===== config.mk =====
export PLATFORM = sky130hd
export DESIGN_NAME = writeback_arbiter
export DESIGN_NICKNAME = d
export VERILOG_FILES = /design/src/rtl/wb_pkg.sv /design/src/rtl/writeback_arbiter_rr.sv /design/src/rtl/writeback_arbiter.sv
export SDC_FILE = /design/constraint.sdc
export NUM_CORES = 1
export LEC_CHECK = 0
export ABC_CLOCK_PERIOD_IN_PS = 9800
export BUFFER_PORTS_ARGS = -buffer_cell sky130_fd_sc_hd__buf_4
export CAP_MARGIN = 20
export CORE_MARGIN = 4
export CORE_UTILIZATION = 57
export DETAILED_ROUTE_END_ITERATION = 7
export PLACE_DENSITY = 0.85
export SYNTH_ARGS = -nofsm -noshare
export SYNTH_HDL_FRONTEND = slang
export SYNTH_SLANG_ARGS = --single-unit

===== constraint.sdc =====
create_clock -name clk -period 9.8 [get_ports clk]
set_input_delay 1.96 -clock clk [delete_from_list [all_inputs] [get_ports clk]]
set_output_delay 1.96 -clock clk [all_outputs]
set_load 0.02 [all_outputs]

===== src/rtl/wb_pkg.sv =====
// Shared writeback types: result bundle, source indices, rd decode helper.
package wb_pkg;
  localparam int WB_NSRC       = 3;
  localparam int WB_XLEN       = 32;
  localparam int WB_SRC_ALU    = 0;
  localparam int WB_SRC_LOAD   = 1;
  localparam int WB_SRC_MULDIV = 2;

  typedef struct packed {
    logic [4:0]         rd;
    logic [WB_XLEN-1:0] data;
  } wb_req_t;

  function automatic logic [31:0] rd_onehot(input logic [4:0] rd);
    rd_onehot = 32'b1 << rd;
  endfunction
endpackage


===== src/rtl/writeback_arbiter_rr.sv =====
// Combinational round-robin picker: searches last+1, last+2, ... modulo N.
module rr_arbiter #(
  parameter int N  = 3,
  parameter int IW = (N > 1) ? $clog2(N) : 1
) (
  input  logic [N-1:0]  req,
  input  logic [IW-1:0] last,
  output logic [N-1:0]  grant,
  output logic          any,
  output logic [IW-1:0] idx
);
  int j;

  always_comb begin
    grant = '0;
    any   = 1'b0;
    idx   = '0;
    j     = 0;
    for (int k = 1; k <= N; k++) begin
      j = (int'(last) + k) % N;
      if (!any && req[j]) begin
        any      = 1'b1;
        grant[j] = 1'b1;
        idx      = IW'(j);
      end
    end
  end
endmodule


===== src/rtl/writeback_arbiter.sv =====
// Register-file write-port arbiter: one slot per source, round-robin grant.
// Optional WB_PENDING_EN builds the pending-destination mask.
module writeback_arbiter
  import wb_pkg::*;
#(
  parameter int NSRC = WB_NSRC,
  parameter int XLEN = WB_XLEN
) (
  input  logic                 clk,
  input  logic                 rst,
  input  logic [NSRC-1:0]      src_valid,
  output logic [NSRC-1:0]      src_ready,
  input  logic [NSRC*5-1:0]    src_rd,
  input  logic [NSRC*XLEN-1:0] src_data,
  output logic                 w_enable,
  output logic [4:0]           w_addr,
  output logic [XLEN-1:0]      w_data,
  output logic [31:0]          pending
);
  localparam int IW = (NSRC > 1) ? $clog2(NSRC) : 1;

  logic [NSRC-1:0] full_q, full_d;
  logic [4:0]      rd_q   [NSRC];
  logic [4:0]      rd_d   [NSRC];
  logic [XLEN-1:0] data_q [NSRC];
  logic [XLEN-1:0] data_d [NSRC];
  logic [IW-1:0]   last_q, last_d;
  logic            wen_q, wen_d;
  logic [4:0]      waddr_q, waddr_d;
  logic [XLEN-1:0] wdata_q, wdata_d;

  logic [NSRC-1:0] grant;
  logic            any;
  logic [IW-1:0]   idx;
  logic [NSRC-1:0] take;

  rr_arbiter #(.N(NSRC), .IW(IW)) u_rr (
    .req   (full_q),
    .last  (last_q),
    .grant (grant),
    .any   (any),
    .idx   (idx)
  );

  // a granted slot frees up this cycle, so its source may refill it
  assign src_ready = rst ? '0 : (~full_q | grant);
  assign take      = src_valid & src_ready;

  always_comb begin
    full_d  = full_q;
    rd_d    = rd_q;
    data_d  = data_q;
    last_d  = last_q;
    wen_d   = 1'b0;
    waddr_d = waddr_q;
    wdata_d = wdata_q;
    for (int i = 0; i < NSRC; i++) begin
      if (take[i]) begin
        full_d[i] = 1'b1;
        rd_d[i]   = src_rd[i*5 +: 5];
        data_d[i] = src_data[i*XLEN +: XLEN];
      end else if (grant[i]) begin
        full_d[i] = 1'b0;
      end
    end
    if (any) begin
      last_d  = idx;
      wen_d   = (rd_q[idx] != 5'd0);
      waddr_d = rd_q[idx];
      wdata_d = data_q[idx];
    end
  end

  always_ff @(posedge clk or posedge rst) begin
    if (rst) begin
      full_q  <= '0;
      last_q  <= IW'(NSRC - 1);
      wen_q   <= 1'b0;
      waddr_q <= '0;
      wdata_q <= '0;
      for (int i = 0; i < NSRC; i++) begin
        rd_q[i]   <= '0;
        data_q[i] <= '0;
      end
    end else begin
      full_q  <= full_d;
      last_q  <= last_d;
      wen_q   <= wen_d;
      waddr_q <= waddr_d;
      wdata_q <= wdata_d;
      rd_q    <= rd_d;
      data_q  <= data_d;
    end
  end

  assign w_enable = wen_q;
  assign w_addr   = waddr_q;
  assign w_data   = wdata_q;

`ifdef WB_PENDING_EN
  logic [31:0] pend;

  always_comb begin
    pend = '0;
    for (int i = 0; i < NSRC; i++) begin
      if (full_q[i]) pend = pend | rd_onehot(rd_q[i]);
    end
    if (wen_q) pend = pend | rd_onehot(waddr_q);
    pend[0] = 1'b0;
  end

  assign pending = pend;
`else
  assign pending = '0;
`endif
endmodule


==> impl_results.md, run 1 <==
* Vias in the first global route at around 5.3k
* I/O pin count at between 150 and 200
* Row count at 40
* Arr. time, crit path at ~2800 ps
* EDFF count, synth at 0
* DRC at 0
* Final Power at 3.797 mW
* Die extent in y at 119.9 microns
* Top FF cell, synth: dfrtp_1
* Total Wirelength at 16.91 mm
* Crit-path cells: inv_1, ha_1, nand3b_1, o21ai_1, or4b_4, a31oi_4, buf_4
* Relative slew slack at 0.3049
* Worst setup EP type: output port
* Post-CTS resize count at 0
* Synth async-reset ratio at 1.000
* Clk root buf: clkbuf_16
* Peak VDD IR at ~230 uV
* Startpoint types: flip-flop
* Max Cap Viol at 0
* Core area at about 0.012 sq mm
* CTS Hold Bufs at 0
* Reg area at 0.003855 sq mm
* Critical path's slowest cell: or4b_4
* Footprint of the multi-input gates at 0.003000 sq mm
* Fin. max-slew vios at 0
* #FFs+latches synth at between 150 and 200
* Largest net degree at the start of global routing at 90
* CTS tree: done
* Initial Util at 0.5895
* Outcome: completed
* Drt wl/cell at 19.33 microns
* Via count at 4,849
* Clock buffer depth at 2
* Hold Path Depth at 1
* CP max FO at 11
* Fill cell count at 807
* CTS buffer count at 17
* Clock share of power at 0.156
* IO buf count at 156
* Reg clk slew, reported paths at ~50 ps
* Sequential share of the synthesized area at 0.5400
* Routability congestion estimate at ~0.82
* CTS sink cnt at 154
* Synth top area share at 0.5363
* Largest family of logic cells by synthesized area: multiplexers
* Logic pwr share at 0.528
* Post-detail-place hpwl at 11.03 mm
* Layout cells sized above 1 at 0.4272
* Synth Area in Simple Gates at 0.02716
* Non-Filler Instances at slightly below 900
* Most frequent cells after synthesis: dfrtp_1 (153), mux2_2 (70), a21oi_1 (42), mux2i_1 (42), o21ai_0 (41)
* Post-synth top area cell: dfrtp_1
* Top-count cell post-synth: dfrtp_1
* Syn Std Cell Area at 0.007139 sq mm
* Fmax achieved at 208.6 MHz
* # Post-CTS Setup Buffers at 0
* Ant. Diodes at 0
* Vias per cell at between 5 and 6
* Syn Inst Count at 548
* Setup CP Type: reg -> out
* Hold crit path type: reg -> reg
* Final Skew at 7.799 ps
* Int Pwr at roughly 2.3 mW
* Syn avg cell area at 13.03 sq um
* Mux contribution to synthesized area at 0.2529
* Dpl cells at 843
* H-tree Lvls at 4
* 1st-iter DRT viols at 394
* Initial antenna violation count at 0
* Area Growth Syn to Fin at 23.87%
* Worst Tran Pin Value at between 1000 and 1500 ps
* Post-DRT Antenna Nets at 0
* Slowest stage delay, CP at 580 ps
* Fin crit period at 4793 ps
* # setup viols final at 0
* Sw frac at 0.3931
* Worst skew pair latency at 410 ps
* RSZ-0062 raised after global routing: no
* R2R cell count at 9
* Xor and xnor area share after synthesis at 0
* Nets at about 800
* Crit path required time at 7840 ps
* Synth cell types at 42
* Yosys warnings at 0
* Final Hold Viols at 0
* DIE WIDTH at 119.9 microns
* Compound-Gate Fraction of Synth Area at 0.1116
* First-pass GRT wire length at 27.21 mm
* Cell Pwr Density at 429.3 mW/mm^2
* DIE AREA at 0.01438 sq mm
* Drt first pass iters at 4
* Sw Pwr at 1.493 mW
* Fin Setup TNS at 0 ps
* Synth Area in Adders at 0.007010
* Total grt overflow at 0
* Period utilization at 0.4891
* Leakage at 4.413 nW
* Gr usage total at 0.2435
* Synth area leaders: dfrtp_1 (54%), mux2_2 (11%), mux2_4 (6.3%)
* Sequential Power Share at 0.316
* Slack of the worst reg-to-reg path at 6450 ps
[final cells by class]
cell class | instances | share of cell area
inverter | 5 | 0.002688
timing repair buffer | 162 | 0.1375
clock buffer | 26 | 0.05645
multi-input combinational | 354 | 0.3393
sequential | 154 | 0.4359
tap | 168 | 0.02377
clock inverter | 6 | 0.004386
[routing by layer]
metal / track usage / part of all wire / wire, microns / vias to the layer above
met5: 0 / 0 / 0 / -
met4: 0.08661 / 0.019 / 329 / 0
met3: 0.06598 / 0.068 / 1148 / 32
met2: 0.4218 / 0.52 / 8879 / 193
met1: 0.2925 / 0.39 / 6557 / 2443
li1: - / - / - / 2181
[metrics by stage]
stage | setup slack, ps | utilization | hold WS [ps] | instance area [sq um]
final | 5007 | 0.7302 | 481.2 | 8843
after CTS | 5010 | 0.7302 | 480.9 | 8843
after global routing | 4864 | 0.7302 | 504.2 | 8843
after detailed placement | 5366 | 0.6857 | 467.2 | 8305
after floorplan | 3333 | - | 463.5 | 7256
after global placement | 5380 | 0.6857 | 460.3 | 8305
[cells in the final DEF, fill, tap and decap left out, types with 2 or more instances in the layout]
| master | n |
|---|---|
| inv_1 | 4 |
| mux2_1 | 11 |
| mux2i_1 | 42 |
| nand2b_1 | 3 |
| o21ai_0 | 41 |
| nor2b_1 | 3 |
| a21o_1 | 37 |
| mux2_4 | 30 |
| clkbuf_1 | 5 |
| dfrtp_1 | 153 |
| a21oi_1 | 42 |
| nand3b_1 | 3 |
| conb_1 | 32 |
| ha_1 | 4 |
| nand2_1 | 7 |
| clkinv_2 | 3 |
| clkbuf_16 | 17 |
| clkinvlp_4 | 2 |
| clkbuf_8 | 4 |
| nor4_1 | 2 |
| mux2_2 | 70 |
| buf_4 | 162 |
| nor2_1 | 6 |
[flip-flops by register name, indices dropped and copies added (netlist names)]
signal / flops
data_q: 96
full_q: 3
last_q: 2
rd_q: 15
w_addr: 5
w_data: 32
w_enable: 1
[kinds of logic after synthesis]
group / count (synthesis)
muxes: 154
DFF: 154
AOI/OAI and AO/OA: 131
buffers and inverters: 71
and+or+nand+nor: 33
adders and majority gates: 4
other: 1
[power by group through the flow]
stage / clock (mW) / sequential, mW / combinational [mW]
after CTS: 0.602 / 1.20 / 2.02
after floorplan: 0 / 1.23 / 1.43
after global placement: 0 / 1.17 / 1.91
after global routing: 0.630 / 1.23 / 2.19
after detailed placement: 0 / 1.20 / 2.00
final: 0.593 / 1.20 / 2.01
[critical path: cells and delay by family (launching register included)]
family,cells,cell delay [ps]
adder cells (fa/ha/maj),1,460
flip-flops,1,390
buffers and inverters,2,260
AND/OR/NAND/NOR,2,870
AO/OA/AOI/OAI,2,430
[worst paths after layout]
check	startpoint	endpoint
max in group asynchronous	rst	w_data[30]
worst max register to register	last_q[0]	w_enable
min in group asynchronous	rst	full_q[2]
worst max-delay path	last_q[0]	src_ready[2]
worst min register to register	w_data[2]	w_data[2]
worst min-delay path	w_data[2]	w_data[2]
Power figures use the tool's default switching activity.
==> inputs of run 2 (changes only) <==
--- a/config.mk
+++ b/config.mk
@@ -5,13 +5,14 @@
 export SDC_FILE = /design/constraint.sdc
 export NUM_CORES = 1
 export LEC_CHECK = 0
-export ABC_CLOCK_PERIOD_IN_PS = 9800
+export ABC_AREA = 1
+export ABC_CLOCK_PERIOD_IN_PS = 4660
 export BUFFER_PORTS_ARGS = -buffer_cell sky130_fd_sc_hd__buf_4
 export CAP_MARGIN = 20
 export CORE_MARGIN = 4
-export CORE_UTILIZATION = 57
+export CORE_UTILIZATION = 53
 export DETAILED_ROUTE_END_ITERATION = 7
-export PLACE_DENSITY = 0.85
+export PLACE_DENSITY = 0.8
 export SYNTH_ARGS = -nofsm -noshare
 export SYNTH_HDL_FRONTEND = slang
 export SYNTH_SLANG_ARGS = --single-unit
==> constraint.sdc (replaced) <==
create_clock -name clk -period 4.66 [get_ports clk]
set_input_delay 0.932 -clock clk [delete_from_list [all_inputs] [get_ports clk]]
set_output_delay 0.932 -clock clk [all_outputs]
set_load 0.02 [all_outputs]
==> run 2 against run 1 <==
  * Total power is 110% higher
  * Non-clock buffer count is 3 higher
  * Utilization is 5.6 points lower
  * Routed wire length is 10% higher
  * Die area is 10% higher
  * Cell area is 2.5% higher
  * Count of clock-buffer cells in the layout is 1 lower
  * Worst hold slack worse by 15 ps
  * Largest cell class unchanged
==> impl_results.md, run 2 <==
* Vias in the first global route at 6,184 (was 5,271)
* Post-CTS resize count at 0 (unchanged)
* RSZ-0062 raised after global routing: no (unchanged)
* Slowest stage delay, CP at 440 ps (was 580 ps)
* Outcome: completed (unchanged)
* Crit path required time at 3730 ps (was 7840 ps)
* EDFF count, synth at 0 (unchanged)
* Post-detail-place hpwl at 12.01 mm (was 11.03 mm)
* Clock buffer depth at 2 (unchanged)
* Fin. max-slew vios at 0 (unchanged)
* CTS sink cnt at 154 (unchanged)
* 1st-iter DRT viols at 502 (was 394)
* Final Power at 8.113 mW (was 3.797 mW)
* CTS tree: done (unchanged)
* Largest register by flop count: data_q (unchanged)
* Drt first pass iters at 5 (was 4)
* Max Cap Viol at 0 (unchanged)
* Synth async-reset ratio at 1.000 (unchanged)
* Worst reg2reg endpoint: rd_q[0] (was w_enable)
* Gr usage total at 0.2398 (was 0.2435)
* Core area at 0.01345 sq mm (was 0.01211 sq mm)
* Layout cells sized above 1 at 0.2824 (was 0.4272)
* Final Hold Viols at 0 (unchanged)
* Most common cell after layout, fill and taps aside: nand2_1 (was buf_4)
* Startpoint types: flip-flop (unchanged)
* Synth area leaders: dfrtp_1 (52%), nand2_1 (8.8%), a21oi_1 (6.9%) (was dfrtp_1 (54%), mux2_2 (11%), mux2_4 (6.3%))
* Peak VDD IR at 423.8 uV (was 231.6 uV)
* Drt wl/cell at 16.01 microns (was 19.33 microns)
* Hold Path Depth at 2 (was 1)
* Synth cell types at 28 (was 42)
* CP most frequent cell: o21ai_2
* Row count at 42 (was 40)
* Cell Pwr Density at 894.8 mW/mm^2 (was 429.3 mW/mm^2)
* Fin Setup TNS at 0 ps (unchanged)
* Reg clk slew, reported paths at 60 ps (was 50 ps)
* Worst setup EP type: output port (unchanged)
* Arr. time, crit path at 2860 ps (was 2830 ps)
* CTS Hold Bufs at 0 (unchanged)
* Initial Util at 0.5485 (was 0.5895)
* Top-count cell post-synth: nand2_1 (was dfrtp_1)
* Area Growth Syn to Fin at 22.89% (was 23.87%)
* # setup viols final at 0 (unchanged)
* Routability congestion estimate at 0.9384 (was 0.8234)
* DIE WIDTH at 126.0 microns (was 119.9 microns)
* Initial antenna violation count at 0 (unchanged)
* Post-synth top area cell: dfrtp_1 (unchanged)
* Slack of the worst reg-to-reg path at 1440 ps (was 6450 ps)
* Total Wirelength at 18.64 mm (was 16.91 mm)
* Ant. Diodes at 0 (unchanged)
* Die extent in y at 126.0 microns (was 119.9 microns)
* Relative slew slack at 0.3581 (was 0.3049)
* # Post-CTS Setup Buffers at 0 (unchanged)
* Sequential share of the synthesized area at 0.5225 (was 0.5400)
* H-tree Lvls at 4 (unchanged)
* Syn Std Cell Area at 0.007378 sq mm (was 0.007139 sq mm)
* Clk root buf: clkbuf_16 (unchanged)
* Critical Path End: src_ready[2] (unchanged)
* CP max FO at 38 (was 11)
* #FFs+latches synth at 154 (unchanged)
* Final Skew at 5.683 ps (was 7.799 ps)
* I/O pin count at 189 (unchanged)
* Largest register FFs at 96 (unchanged)
* CTS buffer count at 17 (unchanged)
* Yosys warnings at 0 (unchanged)
* Worst r2r src: last_q[0] (unchanged)
* Nets at 1,095 (was 814)
* R2R cell count at 14 (was 9)
* Worst skew pair latency at 420 ps (was 410 ps)
* DIE AREA at 0.01587 sq mm (was 0.01438 sq mm)
* Worst Tran Pin Value at 960.5 ps (was 1043 ps)
* Syn Inst Count at 845 (was 548)
* Fmax achieved at 263.6 MHz
* Largest net degree at the start of global routing at 79 (was 90)
* Critical path's slowest cell: and2_4 (was or4b_4)
* Post-DRT Antenna Nets at 0 (unchanged)
* Syn avg cell area at 8.732 sq um (was 13.03 sq um)
* Synth top area share at 0.5189 (was 0.5363)
* Vias per cell at 5.290 (was 5.542)
* Fill cell count at 1,149 (was 807)
* Crit-path cells: inv_1, ha_1, inv_2, nand2_1, nand3_2, nand2_4, nand2_2, o21ai_2, nor2_1, o21ai_2, and2_4, buf_4 (was inv_1, ha_1, nand3b_1, o21ai_1, or4b_4, a31oi_4, buf_4)
* Top FF cell, synth: dfrtp_1 (unchanged)
* IO buf count at 156 (unchanged)
* Via count at 6,157 (was 4,849)
* Hold crit path type: reg -> reg (unchanged)
* First-pass GRT wire length at 30.58 mm (was 27.21 mm)
* Period utilization at 0.8142
* Total grt overflow at 0 (unchanged)
* Critical Path Source: last_q[0] (unchanged)
* DRC at 0 (unchanged)
* Setup CP Type: reg -> out (unchanged)
* Most frequent cells after synthesis: nand2_1 (172), dfrtp_1 (153), a21oi_1 (101) (was dfrtp_1 (153), mux2_2 (70), a21oi_1 (42), mux2i_1 (42), o21ai_0 (41))
* Hold WS at 466.3 ps (was 481.2 ps)
* Fin crit period at 3794 ps
* Commonest non-fill, non-tap cells in the layout: nand2_1 (172), buf_4 (165), dfrtp_1 (153) (was buf_4 (162), dfrtp_1 (153), mux2_2 (70))
* Leakage at 4.599 nW (was 4.413 nW)
## run 2: changes by cell type after synthesis, sizes merged, moves of 3 or more
| cell | delta |
|---|---|
| mux2i | -43 |
| a21oi | +98 |
| nor2 | +80 |
| nand3 | +88 |
| nand2 | +172 |
| nor2b | -3 |
| buf | +20 |
| a31oi | +3 |
| inv | +52 |
| mux2 | -111 |
| a21o | -38 |
| nand2b | -3 |
| nand3b | -3 |
## run 2: final cells by class
| type | instances | area (sq um) | area share |
|---|---|---|---|
| clock buffers | 25 | 485.5 | 0.05354 |
| flip-flops and latches | 154 | 3855 | 0.4251 |
| well taps | 176 | 220.2 | 0.02429 |
| inverters | 57 | 217.7 | 0.02401 |
| clock inverters | 7 | 185.2 | 0.02042 |
| repair buffers | 165 | 1239 | 0.1366 |
| multi-input cells | 580 | 2865 | 0.3160 |
## run 2: worst min path at each step
stage / from / end / slack (ps)
6_report: data_q[62] / data_q[62] / 470
5_1_grt: data_q[45] / data_q[45] / 490
4_1_cts: data_q[62] / data_q[62] / 470
3_5_place_dp: data_q[63] / data_q[63] / 450
3_3_place_gp: data_q[62] / data_q[62] / 450
2_1_floorplan: data_q[62] / data_q[62] / 440
## run 2: power by group
group	internal, mW	switching, mW
logic	1.44	2.73
registers	2.04	0.330
clock network	1.05	0.524
## run 2: critical path, delay by kind of cell, from the launching register on
family	cells	cell delay (ps)
buf+inv	3	420
fa+ha+maj	1	420
flops	1	400
compound gates	2	260
simple gates	6	920
## run 2: per-stage QoR
step / cells / area [sq um] / util / setup WS, ps
2_1_floorplan: 876 / 7502 / - / -191.6
3_3_place_gp: 1132 / 8397 / 0.6242 / 1484
3_5_place_dp: 1132 / 8397 / 0.6242 / 1364
4_1_cts: 1164 / 9067 / 0.6740 / 879.7
5_1_grt: 1164 / 9067 / 0.6740 / 620.1
6_report: 1164 / 9067 / 0.6740 / 865.8
## run 2: layer usage
metal / GRT usage / vias to the layer above / wire length [microns]
met5: 0 / - / 0
met4: 0.09274 / 0 / 374
met3: 0.05546 / 29 / 1433
met2: 0.3649 / 258 / 8857
met1: 0.3365 / 2938 / 7972
li1: - / 2932 / -
## run 2: kinds of logic after synthesis
| family | synth area share |
|---|---|
| and+or+nand+nor | 0.2133 |
| buffers and inverters | 0.1067 |
| AOI/OAI and AO/OA | 0.1502 |
| DFF | 0.5225 |
| adders and majority gates | 0.006783 |
| other | 0.0005082 |
